File: src/rtl/mem_arb_pkg.sv
// Shared constants and types for the memory-port arbiters.
// Holds default sizing, the grant FSM state type and mode encodings.
package mem_arb_pkg;

    localparam int PORTS_D    = 16;
    localparam int WEIGHT_W_D = 4;
    localparam int MAX_LOCK_D = 8;

    localparam logic MODE_RR  = 1'b0;
    localparam logic MODE_WRR = 1'b1;

    typedef enum logic {
        IDLE  = 1'b0,
        GRANT = 1'b1
    } arb_state_e;

endpackage

File: src/rtl/rr_pick.sv
// Combinational circular-priority picker: first set req bit at or after ptr.
// Ports: req, ptr in; pick (one-hot), pick_id, found out.
module rr_pick #(
    parameter int PORTS = 16,
    parameter int IDX_W = $clog2(PORTS)
) (
    input  logic [PORTS-1:0] req,
    input  logic [IDX_W-1:0] ptr,
    output logic [PORTS-1:0] pick,
    output logic [IDX_W-1:0] pick_id,
    output logic             found
);

    logic [PORTS-1:0]   mask;
    logic [2*PORTS-1:0] dbl;

    // Upper half is the unmasked copy, so the lowest set bit of the
    // doubled vector is the first requester scanning circularly.
    always_comb begin
        for (int i = 0; i < PORTS; i++) begin
            mask[i] = (i >= int'(ptr));
        end
        dbl     = {req, req & mask};
        found   = |req;
        pick_id = '0;
        for (int i = 2*PORTS-1; i >= 0; i--) begin
            if (dbl[i]) pick_id = IDX_W'(i % PORTS);
        end
        pick = '0;
        if (found) pick[pick_id] = 1'b1;
    end

endmodule

File: src/rtl/mem_wrr_arbiter.sv
// Round-robin / weighted round-robin memory-bank arbiter with bounded lock.
// Ports: clk, rst, mode, req, lock, weight in; gnt, gnt_valid, gnt_id, gnt_start out.
module mem_wrr_arbiter
    import mem_arb_pkg::*;
#(
    parameter int PORTS    = PORTS_D,
    parameter int WEIGHT_W = WEIGHT_W_D,
    parameter int MAX_LOCK = MAX_LOCK_D,
    parameter int IDX_W    = $clog2(PORTS)
) (
    input  logic                  clk,
    input  logic                  rst,
    input  logic                  mode,
    input  logic [PORTS-1:0]      req,
    input  logic [PORTS-1:0]      lock,
    input  logic [PORTS*WEIGHT_W-1:0] weight,
    output logic [PORTS-1:0]      gnt,
    output logic                  gnt_valid,
    output logic [IDX_W-1:0]      gnt_id,
    output logic                  gnt_start
);

    localparam int LK_W  = $clog2(MAX_LOCK);
    localparam int CNT_W = (WEIGHT_W > LK_W) ? WEIGHT_W : LK_W;

    arb_state_e        state;
    logic [IDX_W-1:0]  ptr;
    logic [CNT_W-1:0]  cnt;
    logic [WEIGHT_W-1:0] weff;

    logic [IDX_W-1:0]  nxt;
    logic [IDX_W-1:0]  scan_ptr;
    logic [PORTS-1:0]  pick;
    logic [IDX_W-1:0]  pick_id;
    logic              found;
    logic [WEIGHT_W-1:0] w_raw;
    logic [WEIGHT_W-1:0] w_new;
    logic              hold;

    assign nxt = (gnt_id == IDX_W'(PORTS-1)) ? '0 : gnt_id + 1'b1;

    // When a grant is ending, the scan already starts past the owner so
    // the hand-over happens in the same edge.
    assign scan_ptr = (state == GRANT) ? nxt : ptr;

    rr_pick #(
        .PORTS (PORTS),
        .IDX_W (IDX_W)
    ) u_pick (
        .req     (req),
        .ptr     (scan_ptr),
        .pick    (pick),
        .pick_id (pick_id),
        .found   (found)
    );

    assign w_raw = weight[pick_id*WEIGHT_W +: WEIGHT_W];
    assign w_new = (mode == MODE_WRR && w_raw != '0) ? w_raw : WEIGHT_W'(1);

    // cnt counts cycles already held beyond the first, so both bounds are
    // compared against cnt+1.
    assign hold = req[gnt_id] &&
                  ((32'(cnt) + 1 < 32'(weff)) ||
                   (lock[gnt_id] && (32'(cnt) + 1 < MAX_LOCK)));

    always_ff @(posedge clk) begin
        if (rst) begin
            state     <= IDLE;
            ptr       <= '0;
            cnt       <= '0;
            weff      <= WEIGHT_W'(1);
            gnt       <= '0;
            gnt_valid <= 1'b0;
            gnt_id    <= '0;
            gnt_start <= 1'b0;
        end else begin
            unique case (state)
                IDLE: begin
                    gnt_start <= 1'b0;
                    if (found) begin
                        state     <= GRANT;
                        gnt       <= pick;
                        gnt_valid <= 1'b1;
                        gnt_id    <= pick_id;
                        gnt_start <= 1'b1;
                        cnt       <= '0;
                        weff      <= w_new;
                    end
                end
                GRANT: begin
                    if (hold) begin
                        cnt       <= cnt + 1'b1;
                        gnt_start <= 1'b0;
                    end else begin
                        ptr <= nxt;
                        if (found) begin
                            gnt       <= pick;
                            gnt_valid <= 1'b1;
                            gnt_id    <= pick_id;
                            gnt_start <= 1'b1;
                            cnt       <= '0;
                            weff      <= w_new;
                        end else begin
                            state     <= IDLE;
                            gnt       <= '0;
                            gnt_valid <= 1'b0;
                            gnt_id    <= '0;
                            gnt_start <= 1'b0;
                            cnt       <= '0;
                        end
                    end
                end
                default: state <= IDLE;
            endcase
        end
    end

endmodule

File: config.mk
export PLATFORM = sky130hd
export DESIGN_NAME = mem_wrr_arbiter
export DESIGN_NICKNAME = d
export VERILOG_FILES = /design/src/rtl/mem_arb_pkg.sv /design/src/rtl/rr_pick.sv /design/src/rtl/mem_wrr_arbiter.sv
export SDC_FILE = /design/constraint.sdc
export NUM_CORES = 1
export LEC_CHECK = 0
export BUFFER_PORTS_ARGS = -buffer_cell sky130_fd_sc_hd__buf_2
export CORE_ASPECT_RATIO = 2
export CORE_MARGIN = 4
export CORE_UTILIZATION = 51
export DETAILED_ROUTE_END_ITERATION = 12
export PLACE_DENSITY = 0.81
export SYNTH_ARGS = -nofsm -noshare
export SYNTH_HDL_FRONTEND = slang
export SYNTH_HIERARCHICAL = 1
export SYNTH_SLANG_ARGS = --single-unit
File: constraint.sdc
create_clock -name clk -period 4.8 [get_ports clk]
set_input_delay 0.24 -clock clk [delete_from_list [all_inputs] [get_ports clk]]
set_output_delay 0.24 -clock clk [all_outputs]
set_load 0.05 [all_outputs]
==> metrics, run 1 <==
length in cells of the worst reg-to-reg path 17; Synth Warn # 6; worst setup path endpoint weff[0]; hold buffer count at CTS 0; pin count of the biggest net entering global routing 61; diodes inserted 0; wire length per cell after detailed routing between 15 and 20 um; cell with the largest stage delay on the worst path sky130_fd_sc_hd__o41a_1; combined area of the multi-input logic cells 2500 um^2; proportion of power drawn by flip-flops and latches between 10% and 20%; Starting Density 52.4%; Final period util roughly nine tenths; CTS sink cnt 35; HPWL Detailed ~8600 um; fin nets between 500 and 600; cell area after technology mapping ~3500 um^2; TritonCTS Buffers 5; die height between 100 and 150 um; share of cells above drive strength 1 between 40 and 50%; largest cells by area after synthesis sky130_fd_sc_hd__dfxtp_1, sky130_fd_sc_hd__mux4_2, sky130_fd_sc_hd__o32ai_2; Setup TNS Final 0 ns; num ports approximately 120; # DRC 0; highest net fanout along the worst path 21; total wire length after detailed routing 10700 um; Post-synth top flop sky130_fd_sc_hd__dfxtp_1; cell type with the largest total area after synthesis sky130_fd_sc_hd__dfxtp_1; maximum clock frequency 0.236 GHz; CP Class reg -> reg; Clock Skews between 0.0015 and 0.002 ns; average size of a mapped cell between 9 and 10 um^2; normalized max-slew margin roughly 28%; routed via count divided by cell count ~6.2; Max rail drop VDD roughly 0.22 mV; post-synthesis to final-layout area growth 22.7%; FF/Latch Area 702 um^2; clock network power share about 14%; setup slack after layout about 0.57 ns; Unique masters post-synth 74; cell-by-cell listing of the critical path buf_4, and2_1, and3_1, a21oi_1, a21oi_1, buf_4, nand3b_1, nand3_1, a32oi_1, a21boi_0, o41a_1, inv_4, mux4_2, mux4_2, nor3_1, nor3b_1, mux2i_1; share of flip-flops with an asynchronous set or reset 0%; delay of the slowest critical-path stage around 0.56 ns; die area between 8000 and 9000 um^2; total track usage about a quarter; count of nets left with antenna violations after detail routing 0; CTS tree built; count of filler cells inserted in the layout 604; routability cong. between 0.9 and 1; post-synthesis net count slightly below 500; slack of the worst reg-to-reg path approximately 0.57 ns; slew at the pin with the worst max-slew slack around 1.1 ns; vias in the first global route approximately 3600; total congestion overflow after global routing 0; static leakage power about 1.7 nW; startpoint class of the critical path flip-flop; insertion delay of the later-clocked pin in the worst-skew pair approximately 0.28 ns; initial antenna violation count 0; Switch Pwr 1.13 mW; setup repair bufs after CTS 0; worst slack at placement 0.313 ns; Clock Root Buffer sky130_fd_sc_hd__clkbuf_16; post-cts sizing count 0; critical path data required time 5.01 ns; endpoint of the most critical register-to-register path weff[0]; sw frac slightly below 50%; kind of end point of the critical path flip-flop; portion of the post-synthesis area used by sequential elements slightly above 20%; number of H-tree levels 2; horizontal extent of the die 66.3 um; synthesized netlist cell count between 300 and 400; internal power component roughly 1.2 mW; Max Cap Viol 0; EDFF count, synth 0; setup repair after global routing missed its margin no; final setup violation count 0; proportion of netlist area held by the largest area contributor about a fifth; arrival time at the worst endpoint between 4 and 5 ns; combinational group share of total power roughly two thirds; launch instance of the worst register-to-register path gnt_id[1]; final slew viol count 0; wire length of the first global-routing pass 17000 um; std cell rows between 40 and 50; min-delay worst type in -> reg; final hold viol count 0; iteration-0 DRC count of the detailed router between 200 and 300; DR vias 3578; launch point of the worst path gnt_id[1]; maximum buffer depth of the clock tree 2; total iterations of the first detailed-routing run 4; fin util 64.2%; number of input and output port buffers inserted between 100 and 150; result of the run complete, no violations; synthesized flop and latch total 35; core outline area 6620 um^2; clock slew at the register clock pins of the worst setup and hold paths 0.05 ns; final critical-path required period between 4 and 5 ns; Cell Pwr Density ~550 nW/um^2
[critical path, delay by kind of cell, from the launching register on]
kind | cells | cell delay [ns]
compound gates | 5 | 1.19
mux | 3 | 1.14
simple gates | 6 | 0.81
buf+inv | 3 | 0.71
flops | 1 | 0.31
[how the worst min path moves through the flow]
stage	startpoint	cells after the start	slack [ns]	endpoint
global placement	gnt_valid	2	0.45	gnt_valid
detailed placement	ptr[0]	2	0.47	ptr[0]
global route	mode	4	0.43	weff[3]
CTS	mode	4	0.40	weff[3]
floorplan	rst	3	0.44	weff[1]
finish	mode	4	0.40	weff[3]
[cells in the final DEF, fill, tap and decap left out, types with 4 or more instances in the layout]
cell,netlist,routed
sky130_fd_sc_hd__ha_1,4,4
sky130_fd_sc_hd__o21a_1,5,5
sky130_fd_sc_hd__and2_1,6,6
sky130_fd_sc_hd__inv_1,29,29
sky130_fd_sc_hd__o21ai_0,9,9
sky130_fd_sc_hd__nand2_1,19,19
sky130_fd_sc_hd__nor2_1,22,22
sky130_fd_sc_hd__dfxtp_1,35,34
sky130_fd_sc_hd__a211oi_1,5,5
sky130_fd_sc_hd__o32ai_2,19,19
sky130_fd_sc_hd__nor2b_1,11,11
sky130_fd_sc_hd__a21oi_1,15,14
sky130_fd_sc_hd__and3_1,4,4
sky130_fd_sc_hd__nand3_1,13,13
sky130_fd_sc_hd__nand2b_1,25,25
sky130_fd_sc_hd__nor3_1,12,12
sky130_fd_sc_hd__buf_4,2,8
sky130_fd_sc_hd__clkbuf_16,0,5
sky130_fd_sc_hd__nor4_1,7,7
sky130_fd_sc_hd__mux4_2,24,24
sky130_fd_sc_hd__mux2i_1,8,8
sky130_fd_sc_hd__o211ai_1,5,5
sky130_fd_sc_hd__buf_2,10,120
sky130_fd_sc_hd__mux2_2,4,4
sky130_fd_sc_hd__o31ai_1,4,4
[cells in the mapped netlist (all sizes together) (4+ instances only)]
cell type	instances
or2	4
o32ai	22
o31ai	4
nand2	19
mux2i	8
nor2b	11
a211oi	6
nand3	13
mux4	24
mux2	4
nor3	13
a31oi	4
clkbuf	10
nand2b	25
a21oi	15
ha	4
and2	8
o21a	5
inv	31
o211ai	7
and3	4
dfxtp	35
buf	16
nor2	22
a21boi	4
o21ai	12
nor4	8
[per-layer routing]
| layer | global-route usage (%) | routed length (um) | up-vias |
|---|---|---|---|
| met1 | 26.4 | 3510 | 1712 |
| li1 | - | - | 1695 |
| met4 | 16.5 | 612 | 0 |
| met5 | 0 | 0 | - |
| met2 | 48.3 | 6220 | 127 |
| met3 | 2.35 | 375 | 44 |
[layout make-up]
class / count / area share, %
tap: 88 / 2.59
inverter: 31 / 2.85
sequential: 35 / 16.5
multi-input combinational: 291 / 58.9
timing repair buffer: 128 / 15.5
clock buffer: 8 / 3.68
[kinds of logic (layout without fill, tap and decap cells)]
family	Yosys count	in the layout	share of synthesized area [%]
xor gates and xnor gates	3	3	0.758
buffers and inverters	57	167	7.69
muxes	36	36	19.2
adders and majority gates	4	4	1.44
AOI/OAI and AO/OA	108	108	28.3
and+or+nand+nor	140	140	22.4
DFF	35	35	20.2
[state kept, by name, summed over array words and instances, names as in the netlist]
register,count
gnt_valid,1
gnt_id,4
weff,4
cnt,4
gnt_start,1
gnt,16
state,1
ptr,4
[power groups by stage]
stage	clock network (mW)	logic [mW]	registers, mW
floorplan	0	1.18	0.539
global placement	0	1.53	0.422
detailed placement	0	1.57	0.428
CTS	0.339	1.58	0.422
global route	0.351	1.71	0.431
finish	0.338	1.58	0.423
[per-stage QoR]
step           instances  power (mW)  area, um^2  hold slack (ns)
2_1_floorplan        383        1.72        3470            0.438
6_report             581        2.34        4250            0.401
3_5_place_dp         573        2.00        4090            0.466
3_3_place_gp         573        1.95        4090            0.454
5_1_grt              581        2.49        4250            0.426
4_1_cts              581        2.34        4250            0.402
Note: power is estimated with default switching activity, not from simulation.
==> inputs of run 2 (changes only) <==
CORE_UTILIZATION = 55   (was 51)
PLACE_DENSITY = 0.87   (was 0.81)
SLEW_MARGIN = 25   (was unset)
TNS_END_PERCENT = 50   (was unset)
clock period = 5.4 ns   (was 4.8 ns; I/O delays follow)
==> run 2 against run 1 <==
  * Global-route usage grew 1.3 points
  * Die area is 6.6% lower
  * First-iteration DRC count grew 15%
  * Clock skew increased by 0.0032 ns
  * Fmax decreased by 8.3%
  * Clock power decreased by 10%
  * Core utilization grew 5.8 points
==> metrics, run 2 (synthesis results as in run 1) <==
result of the run complete, no violations; count of nets left with antenna violations after detail routing 0 (unchanged); diodes inserted 0 (unchanged); insertion delay of the later-clocked pin in the worst-skew pair 0.28 ns (about the same); DR vias 3633 (+1.5%); post-cts sizing count 0 (unchanged); routed via count divided by cell count 6.31 (+2.4%); pin count of the biggest net entering global routing 61 (unchanged); CP Class reg -> reg; kind of end point of the critical path flip-flop; fin util 70.0% (+5.8 points); normalized max-slew margin 50.5% (+22 points); num ports 121 (unchanged); Clock Root Buffer sky130_fd_sc_hd__clkbuf_16; global routing usage on met3 3.35% (+1.0 points); min-delay worst type in -> reg; number of H-tree levels 2 (unchanged); static leakage power 1.66 nW (-0.39%); sum of internal, switching and leakage power 2.09 mW (-11%); setup slack after layout 0.787 ns (+0.219 ns); total track usage 27.5% (+1.3 points); most frequent cells in the layout sky130_fd_sc_hd__buf_2, sky130_fd_sc_hd__dfxtp_1, sky130_fd_sc_hd__inv_1; total congestion overflow after global routing 0 (unchanged); Setup TNS Final 0 ns (unchanged); CTS tree built; horizontal extent of the die 64.1 um (-3.3%); post-synthesis to final-layout area growth 22.3%; final setup violation count 0 (unchanged); Clock Skews 0.00495 ns (+0.00323 ns); final hold viol count 0 (unchanged); maximum buffer depth of the clock tree 2 (unchanged); initial antenna violation count 0 (unchanged); highest-utilization routing layer at the global route stage met2; core outline area 6060 um^2 (-8.5%); hold buffer count at CTS 0 (unchanged); critical path data required time 5.61 ns (+0.60 ns); start point of the worst min-delay path mode; iteration-0 DRC count of the detailed router 336 (+15%); total wire length after detailed routing 10500 um (-1.7%); Cell Pwr Density 492 nW/um^2 (-11%); number of input and output port buffers inserted 120 (unchanged); highest net fanout along the worst path 19 (-9.5%); total iterations of the first detailed-routing run 5 (+1); vias in the first global route 3619 (-0.66%); launch instance of the worst register-to-register path gnt_id[0]; launch point of the worst path gnt_id[0]; arrival time at the worst endpoint 4.83 ns (+0.39 ns); wire length per cell after detailed routing 18.3 um (-0.86%); Final period util 85.4% (-2.7 points); Placed Cells 568 (-0.87%); CTS sink cnt 35 (unchanged); Max rail drop VDD 0.311 mV (+39%); Max Cap Viol 0 (unchanged); TritonCTS Buffers 5 (unchanged); clock slew at the register clock pins of the worst setup and hold paths 0.05 ns (about the same); startpoint class of the critical path flip-flop; # DRC 0 (unchanged); HPWL Detailed 8140 um (-5.6%); final critical-path required period 4.61 ns (+0.381 ns); share of cells above drive strength 1 40.4% (-0.12 points); commonest non-fill, non-tap cell in the layout sky130_fd_sc_hd__buf_2; die area 7710 um^2 (-6.6%); total placed instance area 4080 um^2 (-0.31%); number of cells in the finished layout apart from fillers 576 (-0.86%); slew at the pin with the worst max-slew slack 0.742 ns (-0.335 ns); met1 layer usage reported by global route 28.4% (+2.1 points); number of flip-flops under the largest register name 16 (unchanged); setup repair bufs after CTS 0 (unchanged); Min Hold Slack 0.433 ns (+0.0324 ns); routability cong. 0.895 (-7.9%); register containing the most flip-flops in the final layout gnt; die height 120 um (-3.5%); worst slack at placement 0.831 ns (+0.518 ns); setup repair after global routing missed its margin no; wire length of the first global-routing pass 17100 um (+0.49%); final slew viol count 0 (unchanged); M2 GR Usage 50.4% (+2.1 points); std cell rows 40 (-4.8%); maximum clock frequency 0.217 GHz (-8.3%); post-route standard cell area excluding fillers 4240 um^2 (-0.29%); Starting Density 57.3% (+4.9 points); fin nets 594 (-0.17%)
==> run 2: cell count changes in the layout (fill, tap and decap cells not counted) <==
cell / change
sky130_fd_sc_hd__dfxtp_1: +1
sky130_fd_sc_hd__clkinvlp_4: +1
sky130_fd_sc_hd__buf_4: -1
sky130_fd_sc_hd__inv_2: +1
sky130_fd_sc_hd__clkbuf_1: -1
sky130_fd_sc_hd__dfxtp_2: -1
sky130_fd_sc_hd__inv_4: -1
==> run 2: path summary, 6_finish.rpt <==
path / endpoint / slack, ns / depth (start not counted)
worst max-delay path: weff[0] / 0.79 / 18
worst max register to register: weff[0] / 0.79 / 18
worst min-delay path: weff[2] / 0.43 / 4
worst min register to register: gnt_valid / 0.47 / 2
==> run 2: metal layers <==
metal  vias up  wire length, um
met5         -                0
met4         0              691
met3        62              620
met2       204             5760
met1      1680             3470
li1       1687                -
==> run 2: cell type report <==
cell class	count	area (um^2)
clock buffers	7	153
clock inverters	1	7.51
fillers	467	1810
inverters	31	119
multi-input cells	291	2500
flip-flops and latches	35	701
well taps	84	105
repair buffers	127	653
==> run 2: power by group <==
| part | switching (mW) | internal [mW] | leakage (nW) |
|---|---|---|---|
| sequential | 0.0674 | 0.319 | 0.285 |
| combinational | 0.834 | 0.560 | 1.30 |
| clock | 0.108 | 0.196 | 0.0761 |
==> run 2: worst max-delay path: stages, from the launching register on <==
cell and delay, ns:
sky130_fd_sc_hd__dfxtp_1 0.59, sky130_fd_sc_hd__ha_1 0.30, sky130_fd_sc_hd__o21ai_0 0.11, sky130_fd_sc_hd__a21oi_1 0.22
sky130_fd_sc_hd__a21oi_1 0.09, sky130_fd_sc_hd__buf_4 0.22, sky130_fd_sc_hd__nand2_1 0.13, sky130_fd_sc_hd__nand3_1 0.09
sky130_fd_sc_hd__a32oi_1 0.19, sky130_fd_sc_hd__a21boi_0 0.19, sky130_fd_sc_hd__o41a_1 0.56, sky130_fd_sc_hd__inv_2 0.35
sky130_fd_sc_hd__buf_4 0.25, sky130_fd_sc_hd__mux4_2 0.51, sky130_fd_sc_hd__a22oi_1 0.19, sky130_fd_sc_hd__nand3_1 0.11
sky130_fd_sc_hd__nor3_1 0.21, sky130_fd_sc_hd__nor3b_1 0.08, sky130_fd_sc_hd__mux2i_1 0.12
==> inputs of run 3 (changes only) <==
ABC_AREA = 1   (was unset)
CAP_MARGIN = 0   (was unset)
==> run 3 against run 2 <==
  * Global-route usage increased by 0.36 points
  * First-iteration DRC count down 16%
  * Register-to-register slack hardly changed
  * Cell area shrank 1.6%
  * Via count grew 20%
  * Critical endpoint unchanged
==> metrics, run 3 <==
result of the run complete, no violations; most frequent cells in the layout sky130_fd_sc_hd__nand2_1, sky130_fd_sc_hd__buf_2, sky130_fd_sc_hd__inv_1; register containing the most flip-flops in the final layout gnt; Cell Pwr Density 503 nW/um^2 (+2.2%); core outline area 6060 um^2 (unchanged); Final period util 85.2% (-0.24 points); Max Cap Viol 0 (unchanged); Placed Cells 790 (+39%); endpoint of the most critical register-to-register path weff[0]; sum of internal, switching and leakage power 2.10 mW (+0.61%); delay of the slowest critical-path stage 0.75 ns (+0.16 ns); highest net fanout along the worst path 20 (+1); synthesized flop and latch total 35 (unchanged); synthesized netlist cell count 612 (+60%); Synth Warn # 6 (unchanged); routed via count divided by cell count 5.45 (-14%); DR vias 4346 (+20%); Commonest cells post-synth sky130_fd_sc_hd__nand2_1, sky130_fd_sc_hd__inv_1, sky130_fd_sc_hd__nor2_1, sky130_fd_sc_hd__nand3_1, sky130_fd_sc_hd__nand4_1; clock slew at the register clock pins of the worst setup and hold paths 0.05 ns (about the same); Starting Density 56.9% (-0.37 points); diodes inserted 0 (unchanged); cell class contributing the biggest share of worst-path delay compound AO/OA/AOI/OAI gates; length in cells of the worst reg-to-reg path 23 (+5); slack of the worst reg-to-reg path 0.80 ns (about the same); iteration-0 DRC count of the detailed router 282 (-16%); cell-by-cell listing of the critical path ha_1, xor2_1, nand2_1, o21ai_0, nand2_1, o21ai_0, nand2_1, o21ai_1, nand2_1, nor2_1, o21ai_2, a21oi_4, inv_1, nor2_1, o21ai_0, nand3_1, nand3_1, nand2_1, inv_1, nand2_1, nand2_1, nand3_1, nand3_1; share of flip-flops with an asynchronous set or reset 0% (unchanged); TritonCTS Buffers 5 (unchanged); normalized max-slew margin 52.3% (+1.7 points); fin util 68.9% (-1.1 points); # DRC 0 (unchanged); kind of end point of the critical path flip-flop; maximum clock frequency 0.217 GHz (+0.28%); final slew viol count 0 (unchanged); startpoint class of the critical path flip-flop; largest cells by area after synthesis sky130_fd_sc_hd__dfxtp_1, sky130_fd_sc_hd__nand2_1, sky130_fd_sc_hd__nand3_1; proportion of netlist area held by the largest area contributor 20.3% (+0.13 points); wire length of the first global-routing pass 17500 um (+2.7%); initial antenna violation count 0 (unchanged); total track usage 27.9% (+0.36 points); total congestion overflow after global routing 0 (unchanged); CTS sink cnt 35 (unchanged); worst setup path endpoint weff[0]; pin count of the biggest net entering global routing 50 (-18%); num ports 121 (unchanged); setup repair after global routing missed its margin no; Clock Skews 0.00246 ns (-0.00249 ns); post-synthesis to final-layout area growth 21.2%; launch point of the worst path gnt_id[0]; EDFF count, synth 0 (unchanged); cell with the largest stage delay on the worst path sky130_fd_sc_hd__dfxtp_1; portion of the post-synthesis area used by sequential elements 20.3% (+0.13 points); static leakage power 2.37 nW (+43%); critical path data required time 5.54 ns (-0.07 ns); final setup violation count 0 (unchanged); count of nets left with antenna violations after detail routing 0 (unchanged); worst path bufs/invs 2 (-1); launch instance of the worst register-to-register path gnt_id[0]; number of cells on the critical path 23 (+5); maximum buffer depth of the clock tree 2 (unchanged); routability cong. 0.957 (+6.9%); die area 7670 um^2 (-0.58%); post-cts sizing count 0 (unchanged); number of H-tree levels 2 (unchanged); total placed instance area 4020 um^2 (-1.6%); total iterations of the first detailed-routing run 5 (unchanged); fin nets 816 (+37%); average size of a mapped cell 5.63 um^2 (-38%); arrival time at the worst endpoint 4.74 ns (-0.09 ns); HPWL Detailed 8430 um (+3.5%); setup repair bufs after CTS 0 (unchanged); hold buffer count at CTS 0 (unchanged); Unique masters post-synth 33 (-55%); number of input and output port buffers inserted 120 (unchanged); cell area after technology mapping 3440 um^2 (-0.65%); number of flip-flops under the largest register name 16 (unchanged); insertion delay of the later-clocked pin in the worst-skew pair 0.28 ns (about the same); library cell appearing most often on the critical path sky130_fd_sc_hd__nand2_1; post-synthesis net count 715 (+47%); cell type with the largest total area after synthesis sky130_fd_sc_hd__dfxtp_1; CTS tree built; die height 120 um (-0.30%); number of cells in the finished layout apart from fillers 798 (+39%); Hold Path Depth 2 (-2); final hold viol count 0 (unchanged); CP Class reg -> reg; horizontal extent of the die 64.0 um (-0.28%); slew at the pin with the worst max-slew slack 0.714 ns (-0.0277 ns); wire length per cell after detailed routing 13.2 um (-28%); Post-synth top flop sky130_fd_sc_hd__dfxtp_1; Clock Root Buffer sky130_fd_sc_hd__clkbuf_16; Max rail drop VDD 0.356 mV (+15%); Setup TNS Final 0 ns (unchanged); vias in the first global route 4142 (+14%); dominant cell by count in the synthesized netlist sky130_fd_sc_hd__nand2_1; std cell rows 40 (unchanged); commonest non-fill, non-tap cell in the layout sky130_fd_sc_hd__nand2_1; share of cells above drive strength 1 23.5% (-17 points); total wire length after detailed routing 10600 um (+0.32%); min-delay worst type in -> reg; final critical-path required period 4.60 ns (-0.0130 ns); post-route standard cell area excluding fillers 4170 um^2 (-1.6%)
[run 3: changes by cell type after synthesis, moves of 7 or more]
cell                       previous run  this run
sky130_fd_sc_hd__o21ai_0              9        26
sky130_fd_sc_hd__nor3_1              12         1
sky130_fd_sc_hd__nor2b_1             11         0
sky130_fd_sc_hd__mux2i_1              8         0
sky130_fd_sc_hd__nand2_1             19       164
sky130_fd_sc_hd__inv_1               29        83
sky130_fd_sc_hd__nand3_2              0         7
sky130_fd_sc_hd__nand2b_1            25         0
sky130_fd_sc_hd__nand3_1             13        76
sky130_fd_sc_hd__mux4_2              24         0
sky130_fd_sc_hd__o32ai_2             19         0
sky130_fd_sc_hd__nand4_1              1        43
sky130_fd_sc_hd__nor2_1              22        79
[run 3: worst min-delay path by stage]
stage               startpoint        end  slack, ns
global route               rst     cnt[3]       0.26
finish                     rst     cnt[3]       0.24
global placement     gnt_valid  gnt_valid       0.45
CTS                        rst     cnt[3]       0.24
floorplan                  rst     cnt[1]       0.34
detailed placement     gnt[12]    gnt[12]       0.46
[run 3: where the power goes]
group	switching (mW)	internal, mW
combinational	0.970	0.455
sequential	0.0570	0.318
clock	0.102	0.196
total	1.13	0.970
[run 3: metal layers]
layer	vias up	share of wire, %	wire, um	global-route usage, %
met5	-	0	0	0
met4	0	4.7	502	18.0
li1	2173	-	-	-
met1	1917	34	3570	27.0
met3	46	7.2	766	4.03
met2	210	54	5730	52.6
[run 3: cells by family (layout without fill, tap and decap cells)]
logic type | Yosys count | in the layout | share of synthesized area (%)
xor gates and xnor gates | 3 | 3 | 0.763
adders and majority gates | 4 | 4 | 1.45
and+or+nand+nor | 392 | 392 | 53.1
buffers and inverters | 122 | 224 | 15.1
DFF | 35 | 35 | 20.3
AOI/OAI and AO/OA | 56 | 56 | 9.23
[run 3: cell type report]
class	count	area [um^2]
tap	84	105
inverter	90	343
timing repair buffer	126	646
sequential	35	701
multi-input combinational	455	2220
fill	579	1880
clock buffer	8	156
[run 3: worst register-to-register path, delay by kind of cell (launching register included)]
| family | cells | cell delay [ns] |
|---|---|---|
| buffers and inverters | 2 | 0.47 |
| AND/OR/NAND/NOR | 13 | 1.31 |
| AO/OA/AOI/OAI | 6 | 1.40 |
| XOR/XNOR | 1 | 0.21 |
| adder cells (fa/ha/maj) | 1 | 0.33 |
| flip-flops | 1 | 0.75 |
[run 3: metrics by stage]
stage	worst slack, ns	hold WS [ns]
2_1_floorplan	1.51	0.339
3_3_place_gp	0.940	0.448
3_5_place_dp	0.907	0.463
4_1_cts	0.886	0.236
5_1_grt	0.363	0.258
6_report	0.800	0.244
